File: src/rtl/seq_normalizer_pkg.sv
// Shared types and helpers for the iterative left-normalizer.
package seq_normalizer_pkg;

    // Controller states: waiting for an operand, searching, presenting a result.
    typedef enum logic [1:0] {
        IDLE = 2'd0,
        RUN  = 2'd1,
        DONE = 2'd2
    } state_t;

    // Legal operand widths are powers of two no smaller than 4.
    function automatic bit width_ok(input int n);
        return (n >= 4) && ((n & (n - 1)) == 0);
    endfunction

endpackage

File: src/rtl/seq_normalizer_if.sv
// Operand/result handshake bundle for the left-normalizer.
interface seq_normalizer_if #(
    parameter int N = 8,
    parameter int B = $clog2(N)
);
    logic         in_valid;
    logic         in_ready;
    logic [N-1:0] num;
    logic         signed_mode;
    logic         out_valid;
    logic         out_ready;
    logic [N-1:0] out;
    logic [B-1:0] shift_num;
    logic         zero;

    // Producer of operands and consumer of results.
    modport master (
        output in_valid, num, signed_mode, out_ready,
        input  in_ready, out_valid, out, shift_num, zero
    );

    // The normalizer itself.
    modport slave (
        input  in_valid, num, signed_mode, out_ready,
        output in_ready, out_valid, out, shift_num, zero
    );
endinterface

File: src/rtl/seq_normalizer_norm_stage.sv
// One binary-search step: decide whether the word can move left by D
// without losing information, and produce the shifted word if so.
module seq_normalizer_norm_stage #(
    parameter int N = 8,
    parameter int D = 1
) (
    input  logic [N-1:0] w,
    input  logic         signed_mode,
    output logic [N-1:0] w_next,
    output logic         take
);

    // Top D+1 bits: the unsigned test looks at the upper D of them, the
    // signed test needs one extra bit so the sign survives the shift.
    logic [D:0] top;
    assign top = w[N-1 -: D+1];

    // Detect a removable leading field and shift it out with zero fill.
    always_comb begin
        if (signed_mode) begin
            take = (top == '0) || (top == '1);
        end else begin
            take = (top[D:1] == '0);
        end
        w_next = take ? (w << D) : w;
    end

endmodule

File: src/rtl/seq_normalizer.sv
// Iterative left-normalizer: finds the left shift that removes leading
// zeros (unsigned) or redundant sign bits (signed), one search stage per
// clock from distance 2^(B-1) down to 1.
module seq_normalizer
    import seq_normalizer_pkg::*;
#(
    parameter int N = 8,
    parameter int B = $clog2(N)
) (
    input  logic             clk,
    input  logic             rst,
    seq_normalizer_if.slave  bus
);

    if (!width_ok(N) || (B != $clog2(N))) begin : g_bad_width
        $error("seq_normalizer: N must be a power of two >= 4 and B = clog2(N)");
    end

    localparam logic [B-1:0] K_FIRST = B'(B - 1);
    localparam logic [B-1:0] K_STEP  = B'(1);

    state_t       state;
    logic [N-1:0] w;
    logic [B-1:0] s;
    logic [B-1:0] k;
    logic         smode;
    logic         zero_r;

    logic         in_ready_r;
    logic         out_valid_r;
    logic [N-1:0] out_r;
    logic [B-1:0] shift_r;
    logic         zero_o;

    logic [N-1:0] stage_w [B];
    logic [B-1:0] stage_take;
    logic [N-1:0] w_sel;
    logic         take_sel;
    logic [B-1:0] s_next;

    // One search stage per shift distance; the active one is picked by k.
    for (genvar i = 0; i < B; i++) begin : g_stage
        seq_normalizer_norm_stage #(
            .N (N),
            .D (1 << i)
        ) u_stage (
            .w           (w),
            .signed_mode (smode),
            .w_next      (stage_w[i]),
            .take        (stage_take[i])
        );
    end

    // Select the current stage and fold its decision into the shift count.
    always_comb begin
        w_sel     = stage_w[k];
        take_sel  = stage_take[k];
        s_next    = s;
        s_next[k] = take_sel;
    end

    // Controller: accept, search for B cycles, then hold the result until taken.
    always_ff @(posedge clk) begin
        if (rst) begin
            state       <= IDLE;
            in_ready_r  <= 1'b1;
            out_valid_r <= 1'b0;
            out_r       <= '0;
            shift_r     <= '0;
            zero_o      <= 1'b0;
        end else begin
            case (state)
                IDLE: begin
                    if (bus.in_valid) begin
                        w          <= bus.num;
                        smode      <= bus.signed_mode;
                        s          <= '0;
                        k          <= K_FIRST;
                        zero_r     <= (bus.num == '0);
                        in_ready_r <= 1'b0;
                        state      <= RUN;
                    end
                end
                RUN: begin
                    w <= w_sel;
                    s <= s_next;
                    if (k == '0) begin
                        // An all-zero operand reports no shift regardless of
                        // what the search did with it.
                        out_r       <= zero_r ? '0 : w_sel;
                        shift_r     <= zero_r ? '0 : s_next;
                        zero_o      <= zero_r;
                        out_valid_r <= 1'b1;
                        state       <= DONE;
                    end else begin
                        k <= k - K_STEP;
                    end
                end
                DONE: begin
                    if (bus.out_ready) begin
                        out_valid_r <= 1'b0;
                        in_ready_r  <= 1'b1;
                        state       <= IDLE;
                    end
                end
                default: begin
                    out_valid_r <= 1'b0;
                    in_ready_r  <= 1'b1;
                    state       <= IDLE;
                end
            endcase
        end
    end

    assign bus.in_ready  = in_ready_r;
    assign bus.out_valid = out_valid_r;
    assign bus.out       = out_r;
    assign bus.shift_num = shift_r;
    assign bus.zero      = zero_o;

endmodule

File: src/flat_wrapper.sv
// flat-port wrapper written by rule: the top's interface ports become plain ports
module seq_normalizer_flat import seq_normalizer_pkg::*;
#(
    parameter int N = 8,
    parameter int B = $clog2(N)
)
  (clk, rst, bus_in_valid, bus_num, bus_signed_mode, bus_out_ready, bus_in_ready, bus_out_valid, bus_out, bus_shift_num, bus_zero);
  seq_normalizer_if #(.N(N), .B(B)) bus_i ();
  input  logic clk;
  input  logic rst;
  input wire logic [$bits(bus_i.in_valid)-1:0] bus_in_valid;
  input wire logic [$bits(bus_i.num)-1:0] bus_num;
  input wire logic [$bits(bus_i.signed_mode)-1:0] bus_signed_mode;
  input wire logic [$bits(bus_i.out_ready)-1:0] bus_out_ready;
  output wire logic [$bits(bus_i.in_ready)-1:0] bus_in_ready;
  output wire logic [$bits(bus_i.out_valid)-1:0] bus_out_valid;
  output wire logic [$bits(bus_i.out)-1:0] bus_out;
  output wire logic [$bits(bus_i.shift_num)-1:0] bus_shift_num;
  output wire logic [$bits(bus_i.zero)-1:0] bus_zero;
  assign bus_i.in_valid = bus_in_valid;
  assign bus_i.num = bus_num;
  assign bus_i.signed_mode = bus_signed_mode;
  assign bus_i.out_ready = bus_out_ready;
  assign bus_in_ready = bus_i.in_ready;
  assign bus_out_valid = bus_i.out_valid;
  assign bus_out = bus_i.out;
  assign bus_shift_num = bus_i.shift_num;
  assign bus_zero = bus_i.zero;
  seq_normalizer #(.N(N), .B(B)) u_core (.clk(clk), .rst(rst), .bus(bus_i));
endmodule
File: config.mk
export PLATFORM = sky130hd
export DESIGN_NAME = seq_normalizer_flat
export DESIGN_NICKNAME = d
export VERILOG_FILES = /design/src/rtl/seq_normalizer_pkg.sv /design/src/rtl/seq_normalizer_if.sv /design/src/rtl/seq_normalizer_norm_stage.sv /design/src/rtl/seq_normalizer.sv /design/src/flat_wrapper.sv
export SDC_FILE = /design/constraint.sdc
export NUM_CORES = 1
export LEC_CHECK = 0
export ABC_AREA = 0
export BUFFER_PORTS_ARGS = -buffer_cell sky130_fd_sc_hd__buf_2
export CELL_PAD_IN_SITES_DETAIL_PLACEMENT = 2
export CELL_PAD_IN_SITES_GLOBAL_PLACEMENT = 2
export CORE_MARGIN = 2
export CORE_UTILIZATION = 31
export CTS_CLUSTER_SIZE = 28
export DETAILED_ROUTE_END_ITERATION = 10
export HOLD_SLACK_MARGIN = 0.08
export PLACE_DENSITY = 0.78
export REMOVE_ABC_BUFFERS = 1
export SETUP_SLACK_MARGIN = 0.15
export SLEW_MARGIN = 10
export SYNTH_ARGS = -nofsm -noshare
export SYNTH_HDL_FRONTEND = slang
export SYNTH_SLANG_ARGS = --single-unit
File: constraint.sdc
create_clock -name clk -period 2.1 [get_ports clk]
set_input_delay 0.21 -clock clk [delete_from_list [all_inputs] [get_ports clk]]
set_output_delay 0.21 -clock clk [all_outputs]
set_load 0.005 [all_outputs]
==> run_results.csv <==
group,metric,value,unit
run_status,status,"complete, but fails checks",
run_status,violations,"setup timing",
critical_path,crit_fanout,2,
critical_path,rrSetupSlack,-100,ps
synth,async_flop_share,0,%
synth,syn_inst,221,
detailed_routing,remaining_drc_errors,0,
power_and_ir_drop,peakVddDrop,0.000362,V
layout,final_nets,307,
synth,yosysWarnings,0,
timing,finalSetupViolations,11,
synth,synthDominantCellAreaShare,23.8,%
critical_path,cpPeakStageDelay,430,ps
detailed_routing,via_per_inst,5.55,
synth,ys_ff_latch,31,
floorplanning,core,5920,sq um
global_routing,grt_max_degree,14,
synth,ys_seq_area_share,40.8,%
floorplanning,die_area,6730,sq um
clock_tree,cts_sinks,31,
synth,synth_cell_types,45,
clock_tree,clk_path_buf_depth,2,
place,pre_cts_ws,-303,ps
power_and_ir_drop,intPower,1.12,mW
critical_path,crit_path_cell_trace,"inv_2, ha_4, mux2i_4, mux2_4, o221a_1, a311oi_2, o21ai_1",
critical_path,crit_arrival,2240,ps
timing,hold_viol_final,0,
critical_path,cp-end-kind,"register",
power_and_ir_drop,p_sw,0.540,mW
timing,maxSlewHeadroom,56.9,%
floorplanning,rows,28,
worst_hold_path,holdPathEnd,"u_core.smode",
critical_path,worstSetupPathType,"register to register",
critical_path,r2r_cells,7,
critical_path,worst_path_max_delay_cell,"edfxtp_1",
critical_path,crit_required,2130,ps
power_and_ir_drop,combPwrFrac,29.0,%
timing,worstMarginPinSlew,641,ps
place,port-buffer-count,26,
clock_tree,h-tree-depth,2,
worst_hold_path,min_path_type,"primary input to register",
timing,finalCritPeriodShare,105,%
critical_path,rr_startpoint,"u_core.w[7]",
detailed_routing,ant_nets,0,
layout,antenna_cells,0,
synth,netlist_top_cells_area,"edfxtp_1 (24%), dfxtp_1 (17%), nand2_1 (6.0%)",
clock_tree,cts_made_buffers,5,
timing,final_max_slew_viol_count,0,
floorplanning,die_h,82.1,microns
detailed_routing,route.vias.total,2022,
power_and_ir_drop,p_leak,1.10,nW
worst_hold_path,hp-start,"bus_signed_mode",
worst_hold_path,min_path_cells,1,
critical_path,start_kind,"register",
clock_tree,root_buffer,"clkbuf_8",
detailed_routing,avgRoutedWirePerCell,23.2,microns
synth,synth_edf_count,15,
global_routing,track_usage,26.4,%
synth,synth_ff_type,"dfxtp_1",
detailed_routing,drt_first_pass_iters,4,
detailed_routing,wl,8450,microns
clock_tree,cts_tree,"built",
timing,period_minus_slack,2200,ps
power_and_ir_drop,power.total,1.66,mW
timing,worst_clock_skew,4.61,ps
timing,setup_ws,-104,ps
power_and_ir_drop,p_per_area,603,nW/um^2
synth,synth_area,1890,sq um
synth,synth_common_cells,"nand2_1 (30), o21ai_0 (20), nor2_1 (17)",
power_and_ir_drop,swShare,32.5,%
synth,avgSynthCellArea,8.55,sq um
synth,yosysMostFrequentCell,"nand2_1",
power_and_ir_drop,clockPowerShare,28.8,%
global_routing,grt_first_pass_wirelength,12600,microns
layout,drive_gt1_share,42.9,%
timing,rsz0062_at_grt,"true",
layout,utilization,46.5,%
place,hpwl,5680,microns
synth,post-synth-top-area-cell,"edfxtp_1",
place,gp_congestion,0.837,
global_routing,grt-ovfl-total,0,
critical_path,r2r-end,"u_core.w[6]",
floorplanning,ios,27,
detailed_routing,dr.first_iter.drc_count,84,
clock_tree,clkTransAtPathRegs,70,ps
global_routing,grt_pass1_vias,2239,
clock_tree,worstSkewPairLatency,290,ps
floorplanning,initial_core_util,31.9,%
layout,syn_to_final_growth,45.8,%
global_routing,antenna_found_initial,0,
run,cap_violations,0,
power_and_ir_drop,seqPwrFrac,42.3,%
timing,max_clock_freq,0.454,GHz
floorplanning,die_x,82.1,microns
==> area by class of cell <==
| cell class | instances | area (sq um) |
|---|---|---|
| clock buffer | 7 | 76.3 |
| sequential | 31 | 771 |
| fill | 660 | 3170 |
| timing repair buffer | 77 | 532 |
| inverter | 8 | 30.0 |
| clock inverter | 1 | 5.00 |
| tap | 75 | 93.8 |
| multi-input combinational | 165 | 1250 |
==> state kept, by name (all words and copies together) (netlist names) <==
register,flops
u_core.bus.out,8
u_core.w,8
u_core.bus.shift_num,3
u_core.k,3
u_core.s,2
u_core.state,2
u_core.bus.in_ready,1
u_core.bus.out_valid,1
u_core.bus.zero,1
u_core.smode,1
u_core.zero_r,1
==> worst max-delay path: cells and delay by family, from the launching register on <==
kind	cells	cell delay, ps
AOI/OAI and AO/OA	3	670
muxes	2	510
DFF	1	430
adders and majority gates	1	210
buffers and inverters	1	110
==> worst max path at each step <==
stage	start	end	depth (start not counted)
2_1_floorplan	u_core.w[6]	u_core.w[6]	7
3_3_place_gp	u_core.w[7]	u_core.w[1]	7
3_5_place_dp	u_core.w[7]	u_core.bus.out[6]	8
4_1_cts	u_core.w[7]	u_core.bus.out[4]	10
5_1_grt	u_core.w[6]	u_core.w[6]	7
6_report	u_core.w[7]	u_core.w[6]	7
==> power groups by stage <==
stage	Sequential [mW]	Clock, mW	Combinational, mW
3_5_place_dp	0.709	0	0.361
3_3_place_gp	0.707	0	0.337
2_1_floorplan	0.714	0	0.162
4_1_cts	0.698	0.469	0.433
5_1_grt	0.705	0.514	0.513
6_report	0.702	0.478	0.481
==> through the flow <==
stage                     instances  cell area, sq um  setup TNS (ps)  hold WS [ps]
final                           364              2760            -494          90.4
after global routing            364              2760           -1670          88.3
after CTS                       362              2660           -88.8          93.7
after detailed placement        345              2340           -2890           390
after global placement          345              2340            -723           391
after floorplan                 204              1820           -2660           279
==> per-layer routing <==
metal  wire [microns]  GRT usage [%]
met5                0              0
met4              270           10.5
met3              248           4.73
met2             4490           48.2
met1             3440           30.2
==> logic make-up after synthesis <==
group / after synthesis / share of synthesized area (%)
buf+inv: 25 / 5.50
simple gates: 77 / 20.0
compound gates: 74 / 25.4
fa+ha+maj: 6 / 3.97
mux: 7 / 3.84
xor+xnor: 1 / 0.464
flops: 31 / 40.8
==> cells in the final DEF (no fill, tap or decap), types with 4 or more instances in the layout <==
cell type,instances
a31oi_1,5
nor2_1,16
a211oi_2,7
buf_2,26
buf_6,5
clkbuf_8,5
a21oi_1,12
nand2_1,28
o21ai_1,6
nand3_1,4
o21ai_0,17
dfxtp_1,16
buf_4,46
ha_1,4
inv_1,5
nor2b_1,6
edfxtp_1,15
==> repair_timing <==
action	4_1_cts	5_1_grt
buffers inserted	9	2
resized for setup	35	16
hold buffers	0	0
pin swaps	12	7
endpoints found under the setup margin	20	21
Power figures use the tool's default switching activity.
